## src/rtl/uart_tx_arbiter_pkg.sv

```systemverilog
// Shared definitions for the UART transmit arbiter: parity codes, FSM states,
// frame length and baud divisor helpers.
package uart_tx_arbiter_pkg;

    localparam logic [1:0]  PAR_NONE   = 2'b00;
    localparam int unsigned FRAME_BITS = 10;

    typedef enum logic [1:0] {
        ST_IDLE = 2'd0,
        ST_LOAD = 2'd1,
        ST_SEND = 2'd2,
        ST_GAP  = 2'd3
    } state_e;

    // Start + 8 data + stop, plus one parity bit when parity is enabled.
    function automatic int unsigned frame_bits(input logic [1:0] par);
        return FRAME_BITS + ((par != PAR_NONE) ? 32'd1 : 32'd0);
    endfunction

    function automatic int unsigned baud_div(input int unsigned base_div, input logic [2:0] code);
        return base_div << code;
    endfunction

endpackage

```

## src/rtl/uart_tx_arbiter_rr_arbiter.sv

```systemverilog
// Combinational round-robin picker: first set request at or above rr_ptr, wrapping.
module uart_tx_arbiter_rr_arbiter #(
    parameter int unsigned NUM_REQ = 4,
    parameter int unsigned IDX_W   = 2
) (
    input  logic [NUM_REQ-1:0] req,
    input  logic [IDX_W-1:0]   rr_ptr,
    output logic [NUM_REQ-1:0] grant,
    output logic [IDX_W-1:0]   grant_idx,
    output logic               grant_valid
);

    always_comb begin
        logic [IDX_W-1:0] idx;
        grant       = '0;
        grant_idx   = '0;
        grant_valid = 1'b0;
        idx         = '0;
        for (int unsigned i = 0; i < NUM_REQ; i++) begin
            idx = IDX_W'((32'(rr_ptr) + i) % NUM_REQ);
            if (!grant_valid && req[idx]) begin
                grant_valid = 1'b1;
                grant_idx   = idx;
                grant[idx]  = 1'b1;
            end
        end
    end

endmodule

```

## src/rtl/uart_tx_arbiter.sv

```systemverilog
// Shares one UART transmitter among NUM_REQ byte requesters; times each frame
// internally since the transmitter has no busy/done indication.
module uart_tx_arbiter
    import uart_tx_arbiter_pkg::*;
#(
    parameter int unsigned NUM_REQ  = 4,
    parameter int unsigned BASE_DIV = 16,
    parameter int unsigned GAP_BITS = 1
) (
    input  logic                       clk,
    input  logic                       reset,
    input  logic [NUM_REQ-1:0]         req,
    input  logic [8*NUM_REQ-1:0]       req_data,
    output logic [NUM_REQ-1:0]         ack,
    input  logic [2:0]                 baud_rate,
    input  logic [1:0]                 parity,
    output logic [7:0]                 tx_data,
    output logic                       tx_activate,
    output logic [2:0]                 tx_baud_rate,
    output logic [1:0]                 tx_parity,
    output logic                       busy,
    output logic [$clog2(NUM_REQ)-1:0] grant_id
);

    localparam int unsigned IDX_W = $clog2(NUM_REQ);
    localparam int unsigned DIV_W = $clog2(BASE_DIV) + 8;
    localparam int unsigned CNT_W = 8;

    state_e             state_q, state_d;
    logic [NUM_REQ-1:0] ack_q, ack_d;
    logic               tx_activate_q, tx_activate_d;
    logic               busy_q, busy_d;
    logic [7:0]         tx_data_q, tx_data_d;
    logic [2:0]         tx_baud_rate_q, tx_baud_rate_d;
    logic [1:0]         tx_parity_q, tx_parity_d;
    logic [IDX_W-1:0]   grant_id_q, grant_id_d;
    logic [IDX_W-1:0]   rr_ptr_q, rr_ptr_d;
    logic [CNT_W-1:0]   bit_cnt_q, bit_cnt_d;
    logic [DIV_W-1:0]   div_cnt_q, div_cnt_d;

    logic [NUM_REQ-1:0] gnt_onehot;
    logic [IDX_W-1:0]   gnt_idx;
    logic               gnt_valid;
    logic [7:0]         gnt_byte;
    logic [DIV_W-1:0]   reload_div;
    logic               frame_done;

    uart_tx_arbiter_rr_arbiter #(
        .NUM_REQ (NUM_REQ),
        .IDX_W   (IDX_W)
    ) u_rr_arbiter (
        .req         (req),
        .rr_ptr      (rr_ptr_q),
        .grant       (gnt_onehot),
        .grant_idx   (gnt_idx),
        .grant_valid (gnt_valid)
    );

    // Byte of the requester selected this cycle.
    always_comb begin
        gnt_byte = '0;
        for (int unsigned i = 0; i < NUM_REQ; i++) begin
            if (gnt_idx == IDX_W'(i)) gnt_byte = req_data[8*i +: 8];
        end
    end

    assign reload_div = DIV_W'(baud_div(BASE_DIV, tx_baud_rate_q) - 32'd1);

    // The transmitter starts its frame on the cycle after it sees tx_activate,
    // so bit timing is held during the activate cycle.
    always_comb begin
        state_d        = state_q;
        ack_d          = '0;
        tx_activate_d  = 1'b0;
        busy_d         = busy_q;
        tx_data_d      = tx_data_q;
        tx_baud_rate_d = tx_baud_rate_q;
        tx_parity_d    = tx_parity_q;
        grant_id_d     = grant_id_q;
        rr_ptr_d       = rr_ptr_q;
        bit_cnt_d      = bit_cnt_q;
        div_cnt_d      = div_cnt_q;
        frame_done     = 1'b0;

        unique case (state_q)
            ST_IDLE: begin
                if (gnt_valid) begin
                    tx_data_d      = gnt_byte;
                    tx_baud_rate_d = baud_rate;
                    tx_parity_d    = parity;
                    grant_id_d     = gnt_idx;
                    ack_d          = gnt_onehot;
                    busy_d         = 1'b1;
                    state_d        = ST_LOAD;
                end
            end
            ST_LOAD: begin
                tx_activate_d = 1'b1;
                bit_cnt_d     = CNT_W'(frame_bits(tx_parity_q));
                div_cnt_d     = reload_div;
                state_d       = ST_SEND;
            end
            ST_SEND, ST_GAP: begin
                if (!tx_activate_q) begin
                    if (div_cnt_q != '0) begin
                        div_cnt_d = div_cnt_q - DIV_W'(1);
                    end else begin
                        div_cnt_d = reload_div;
                        if (bit_cnt_q > CNT_W'(1)) begin
                            bit_cnt_d = bit_cnt_q - CNT_W'(1);
                        end else if (state_q == ST_SEND && GAP_BITS != 0) begin
                            bit_cnt_d = CNT_W'(GAP_BITS);
                            state_d   = ST_GAP;
                        end else begin
                            frame_done = 1'b1;
                        end
                    end
                end
            end
        endcase

        // Last granted requester drops to lowest priority for the next round.
        if (frame_done) begin
            busy_d   = 1'b0;
            rr_ptr_d = (grant_id_q == IDX_W'(NUM_REQ - 1)) ? '0 : grant_id_q + IDX_W'(1);
            state_d  = ST_IDLE;
        end
    end

    always_ff @(posedge clk or posedge reset) begin
        if (reset) begin
            state_q        <= ST_IDLE;
            ack_q          <= '0;
            tx_activate_q  <= 1'b0;
            busy_q         <= 1'b0;
            tx_data_q      <= '0;
            tx_baud_rate_q <= '0;
            tx_parity_q    <= '0;
            grant_id_q     <= '0;
            rr_ptr_q       <= '0;
            bit_cnt_q      <= '0;
            div_cnt_q      <= '0;
        end else begin
            state_q        <= state_d;
            ack_q          <= ack_d;
            tx_activate_q  <= tx_activate_d;
            busy_q         <= busy_d;
            tx_data_q      <= tx_data_d;
            tx_baud_rate_q <= tx_baud_rate_d;
            tx_parity_q    <= tx_parity_d;
            grant_id_q     <= grant_id_d;
            rr_ptr_q       <= rr_ptr_d;
            bit_cnt_q      <= bit_cnt_d;
            div_cnt_q      <= div_cnt_d;
        end
    end

    assign ack          = ack_q;
    assign tx_activate  = tx_activate_q;
    assign busy         = busy_q;
    assign tx_data      = tx_data_q;
    assign tx_baud_rate = tx_baud_rate_q;
    assign tx_parity    = tx_parity_q;
    assign grant_id     = grant_id_q;

endmodule
```

## config.mk

```make
export PLATFORM = sky130hd
export DESIGN_NAME = uart_tx_arbiter
export DESIGN_NICKNAME = d
export VERILOG_FILES = /design/src/rtl/uart_tx_arbiter_pkg.sv /design/src/rtl/uart_tx_arbiter_rr_arbiter.sv /design/src/rtl/uart_tx_arbiter.sv
export SDC_FILE = /design/constraint.sdc
export NUM_CORES = 1
export LEC_CHECK = 0
export ABC_CLOCK_PERIOD_IN_PS = 4300
export CAP_MARGIN = 10
export CORE_UTILIZATION = 51
export CTS_CLUSTER_SIZE = 8
export DETAILED_ROUTE_END_ITERATION = 7
export PLACE_DENSITY_LB_ADDON = 0.15
export SLEW_MARGIN = 10
export SYNTH_ARGS = -nofsm -noshare
export SYNTH_HDL_FRONTEND = slang
export SYNTH_SLANG_ARGS = --single-unit
```

## constraint.sdc

```tcl
create_clock -name clk -period 4.3 [get_ports clk]
set_input_delay 0.86 -clock clk [delete_from_list [all_inputs] [get_ports clk]]
set_output_delay 0.86 -clock clk [all_outputs]
set_load 0.005 [all_outputs]
```

Word-level counts from Yosys, hierarchy flattened:

Index checks and enable logic that the tools add are counted.
W data, S select, Z words.

* add/sub/neg operators: 8
* eq/ne operators: 15
* shift-type cells: 1
* multiplexer cells: 60
* bitwise logic cells: 3
* magnitude comparators: 9
* reductions and logical operators: 23

Operator list (count)
* $mux W8: 8
* $mux W12: 2
* $mux W4: 6
* $pmux W12 S2: 1
* $sub A12 B1 Y12 const B: 2
* $mux W1: 22
* $mux W2: 11
* $ne A3 B3 Y1 const B: 6
* $pmux W8 S2: 1
* $lt A2 B3 Y1 const B: 4
* $or A4 B4 Y4: 3
* $reduce_bool A12 Y1: 1
* $shl A5 B3 Y12 const A: 1
* $eq A2 B2 Y1 const B: 5
* $bmux W1 S2: 4
* $demux W1 S2: 4
* $ge A2 B1 Y1 const B: 4
* $gt A8 B1 Y1 const B: 1
* $reduce_bool A2 Y1: 4
* $sub A8 B1 Y8 const B: 1
* $logic_and A1 B1 Y1: 7
* $pmux W2 S3: 1
* $reduce_and A2 Y1: 3
* $add A4 B1 Y5 const A: 1
* other kinds (9): 16

* input bits: 43
* output and inout port bits: 21
* flip-flop bits (word level): 45
* logic and storage cells: 130

Depth between registers and ports, before layout:

* depth in word-level cells: 17
* mapped depth: 11

Cells and area by module:

From an unflattened synthesis, not the netlist that was laid out.

* cells, all modules: 322
* area total of the unflattened synthesis: 3052.9 um^2

Modules (own cells, without submodules)
* uart_tx_arbiter: times used 1, sequential area each 1126.1 um^2, area an instance 2630.0 um^2, cells each 277
* uart_tx_arbiter_rr_arbiter: times used 1, sequential area each 0.0 um^2, area an instance 422.9 um^2, cells each 45

Worst setup path before layout:

OpenSTA, ideal clock, no wires.

* path kind: register to register
* start point: reg rr_ptr_q[0]
* end point: reg tx_data_q[5] (netlist: tx_data[5])
* setup slack: 1129 ps
* data required time: 4165 ps
* arrival: 3036 ps
* clock period less this slack: 3171 ps
* cell stages (with the launch flop): 11
* path through: dfrtp_1 -> buf_2 -> inv_1 -> ha_1 -> mux4_2 -> or2_4 -> or4_4 -> o21a_1 -> buf_6 -> a311oi_2 -> o31ai_1

* word-level cells in the longest chain between the ends: 17
* elaborated cells on any way between the ends: 34
* those cells by class: add/sub (3); eq/ne (3); mux (20); reduce/logical (8)

Ends and longest elaborated chain
* from (decl): line uart_tx_arbiter.sv:37 `logic [IDX_W-1:0] rr_ptr_q, rr_ptr_d;`
* from (signal assigned): line uart_tx_arbiter.sv:152 `rr_ptr_q <= rr_ptr_d;`
* parallel branches: the longest is 17 deep, another holds $add A2 B1 Y2
* to (signal assigned): line uart_tx_arbiter.sv:148 `tx_data_q <= tx_data_d;`
* to (decl): line uart_tx_arbiter.sv:33 `logic [7:0] tx_data_q, tx_data_d;`

Several ways; the timed one is not identified. The select of a mux whose other input is x is not followed.
A chain may end at the register's enable or synchronous reset.

Worst setup path in the final report:

* start point: reg rr_ptr_q[0]
* end point: reg grant_id_q[0] (netlist: grant_id[0])

* word-level cells in the longest chain between the ends: 13
* elaborated cells on any way between the ends: 26
* those cells by class: add/sub (3); mux (16); reduce/logical (7)

Ends and longest elaborated chain
* parallel branches: the longest is 13 deep, another holds $add A2 B1 Y2
* to (signal assigned): line uart_tx_arbiter.sv:151 `grant_id_q <= grant_id_d;`
* to (decl): line uart_tx_arbiter.sv:36 `logic [IDX_W-1:0] grant_id_q, grant_id_d;`

Several ways; the timed one is not identified. The select of a mux whose other input is x is not followed.

==> qor.yml <==
logic_synthesis:
  synth_nets: 364
  synthAdderAreaFrac: 0.05190
  synth_ff_type: "dfrtp_1"
  syn-mean-instance-area_um2: 9.362
  yosysWarningCount: 0
  async_flop_share: 1.000
  muxShareOfSynthArea: 0.06488
  synth.area.top_cells: "dfrtp_1 (39%), ha_1 (5.2%), a21boi_0 (4.2%)"
  synth_top_family_by_area: "compound AO/OA/AOI/OAI gates"
  synth_commonest_cells: "dfrtp_1 (45), nor2_1 (32), nand2_1 (24)"
  synth-compound-area-share: 0.3054
  synth_cells: 309
  synth_cell_types: 49
  yosys.area_share.xor_xnor: 0
  ys_seq_elements: 45
  yosysSeqAreaShare: 0.3893
  synth_area_leader_cell: "dfrtp_1"
  synth.most_common_cell: "dfrtp_1"
  yosys.area_share.simple: 0.1445
  synth.top_cell.area_share: 0.3893
  synth_edf_count: 0
  synth_area_mm2: 0.002893
worst_setup_path:
  crit_start: "rr_ptr_q[0]"
  r2r_cells: 8
  worstPathMaxFanout: 15
  path_cells: "inv_1, ha_1, mux4_2, or2_4, or3_1, nand2_1, buf_4, mux2_2"
  crit_required_ns: 4.49
  worst_setup_path_end_kind: "flip-flop"
  arrival_ns: 3.84
  crit_path_start_kind: "flip-flop"
  rr_startpoint: "rr_ptr_q[0]"
  r2r_slack_ns: 0.65
  worst-setup-path-type: "reg2reg"
  slowest_delay_ns: 0.72
  cpMaxStageDelayCell: "dfrtp_1"
  r2r-end: "grant_id[0]"
clocking:
  clk_latency_ns: 0.30
  cts_tree: "yes"
  cts_resized: 0
  cts_made_buffers: 5
  post_cts_buffers: 0
  cts_buffer_depth: 2
  root_buffer: "clkbuf_8"
  clk_pin_slew_ns: 0.08
  cts-hold-fix-buffers: 0
  cts_sinks: 45
  ctsHtreeMaxLevel: 2
timing:
  rsz0062_at_grt: "no"
  tns_ns: 0
  fin_crit_ns: 3.654
  relSlewSlack: 0.4784
  tightest_slew_ns: 0.7824
  hold_viol: 0
  setup_viol: 0
  slew_viol_final: 0
  fin_crit_sh: 0.8497
  skew_ns: 0.004300
  max_freq_ghz: 0.2737
grt:
  grt_pass1_vias: 2463
  grt.overflow.total: 0
  grt_usage: 0.2371
  grt_pass1_wl_mm: 11.33
  antenna_found_initial: 0
  grt_max_degree: 46
pwr:
  irDropWorstVdd_v: 0.0001415
  p_per_area_mw_per_mm2: 211.9
  leakage_nw: 1.534
  power.total_mw: 0.7752
layout:
  nFillCells: 484
  finalNetCount: 420
  area_growth_pct: 26.47
  diodes: 0
  drive_above_1_share: 0.08470
placed_design:
  globalplace.congestion: 0.8625
  dp_hpwl_mm: 4.816
  portBuffers: 63
floorplan:
  die_x_um: 77.32
  rows: 27
  io_pins: 64
  coreArea_mm2: 0.005473
  die_area_mm2: 0.005978
  die_y_um: 77.32
  initial_core_util: 0.5286
routing:
  wl_per_cell_um: 14.83
  routed-via-count: 2604
  ant_nets: 0
  dr_wl_met3_um: 322
  drc: 0
  top_layer: "met4"
  viasPerCell: 5.945
  drt_pass1_iterations: 5
  wl_met1_mm: 2.952
  drt_iter0_drc: 165
  routed_wl_mm: 6.494
  wl_met2_mm: 3.161
hold_path:
  hold-path-endpoint: "div_cnt_q[11]"
  hold_depth: 1
  min_from: "div_cnt_q[11]"
  hp-class: "reg2reg"
outcome:
  outcome: "completed"
run:
  cap_violations: 0
-- report_power, final --
part	total, mW	internal, mW	switching, mW
clock	0.261	0.115	0.146
sequential	0.423	0.423	0
combinational	0.0914	0.0522	0.0392
total	0.775	0.590	0.185
-- routing by layer --
layer,vias up,track usage
met5,-,0
met1,1250,0.3037
met3,4,0.05714
met4,0,0.05660
met2,62,0.4009
li1,1288,-
-- sequential cells by signal, summed over array words and instances, names as in the netlist, 3 cells and up --
| signal | cells |
|---|---|
| ack | 4 |
| bit_cnt_q | 8 |
| div_cnt_q | 12 |
| tx_data | 8 |
| tx_baud_rate | 3 |
-- layout by cell type (no fill, tap or decap), drive strengths merged, types with 2 or more instances in the layout --
cell,synthesis,final
a22o,2,2
clkbuf,12,7
buf,7,5
nand2,24,24
nor4,5,5
o21a,2,2
a21oi,17,17
o21ai,28,28
mux2,6,6
o31ai,9,9
mux4,4,4
o22ai,2,2
a31oi,5,5
o41ai,4,4
a21o,2,2
nand3,2,2
nor2,32,32
mux2i,3,3
a221oi,6,6
nor2b,6,6
nor3,6,6
ha,12,12
inv,11,10
or4,3,3
a22oi,5,5
dfrtp,45,45
a311oi,16,16
a21boi,16,16
clkdlybuf4s50,0,63
nand2b,2,2
or3,3,3
-- worst max-delay path, delay by kind of cell, from the launching register on --
kind,cells,cell delay [ns]
flops,1,0.72
fa+ha+maj,1,0.44
mux,2,0.96
buf+inv,2,0.47
simple gates,3,0.95
-- final cells by class --
class,instances,area [µm²],area share
Clock inverter,1,7.507,0.002052
Clock buffer,7,76.32,0.02086
Inverter,11,41.29,0.01129
Multi-Input combinational cell,234,1649,0.4508
Timing Repair Buffer,68,668.1,0.1826
Sequential cell,45,1126,0.3078
Tap cell,72,90.09,0.02462
-- stage by stage --
| stage | instance area (µm²) | hold slack, ns | utilization | std cells | worst slack, ns |
|---|---|---|---|---|---|
| after global placement | 3575 | 0.4568 | 0.6532 | 430 | 0.7335 |
| after floorplan | 2893 | 0.4397 | - | 309 | 1.129 |
| final | 3659 | 0.4862 | 0.6685 | 438 | 0.6462 |
| after detailed placement | 3575 | 0.4702 | 0.6532 | 430 | 0.6305 |
| after CTS | 3659 | 0.4826 | 0.6685 | 438 | 0.6223 |
| after global routing | 3659 | 0.5011 | 0.6685 | 438 | 0.4027 |
-- how the worst max path moves through the flow --
stage | end | slack [ns] | depth (start not counted)
2_1_floorplan | tx_data[5] | 1.13 | 10
3_3_place_gp | grant_id[0] | 0.73 | 7
3_5_place_dp | grant_id[0] | 0.63 | 8
4_1_cts | grant_id[0] | 0.62 | 8
5_1_grt | grant_id[0] | 0.40 | 8
6_report | grant_id[0] | 0.65 | 8
-- cell families after synthesis --
group / after synthesis
AO/OA/AOI/OAI: 121
AND/OR/NAND/NOR: 88
flip-flops: 45
buffers and inverters: 30
multiplexers: 13
adder cells (fa/ha/maj): 12
No activity file was read; power rests on OpenSTA's default activity.
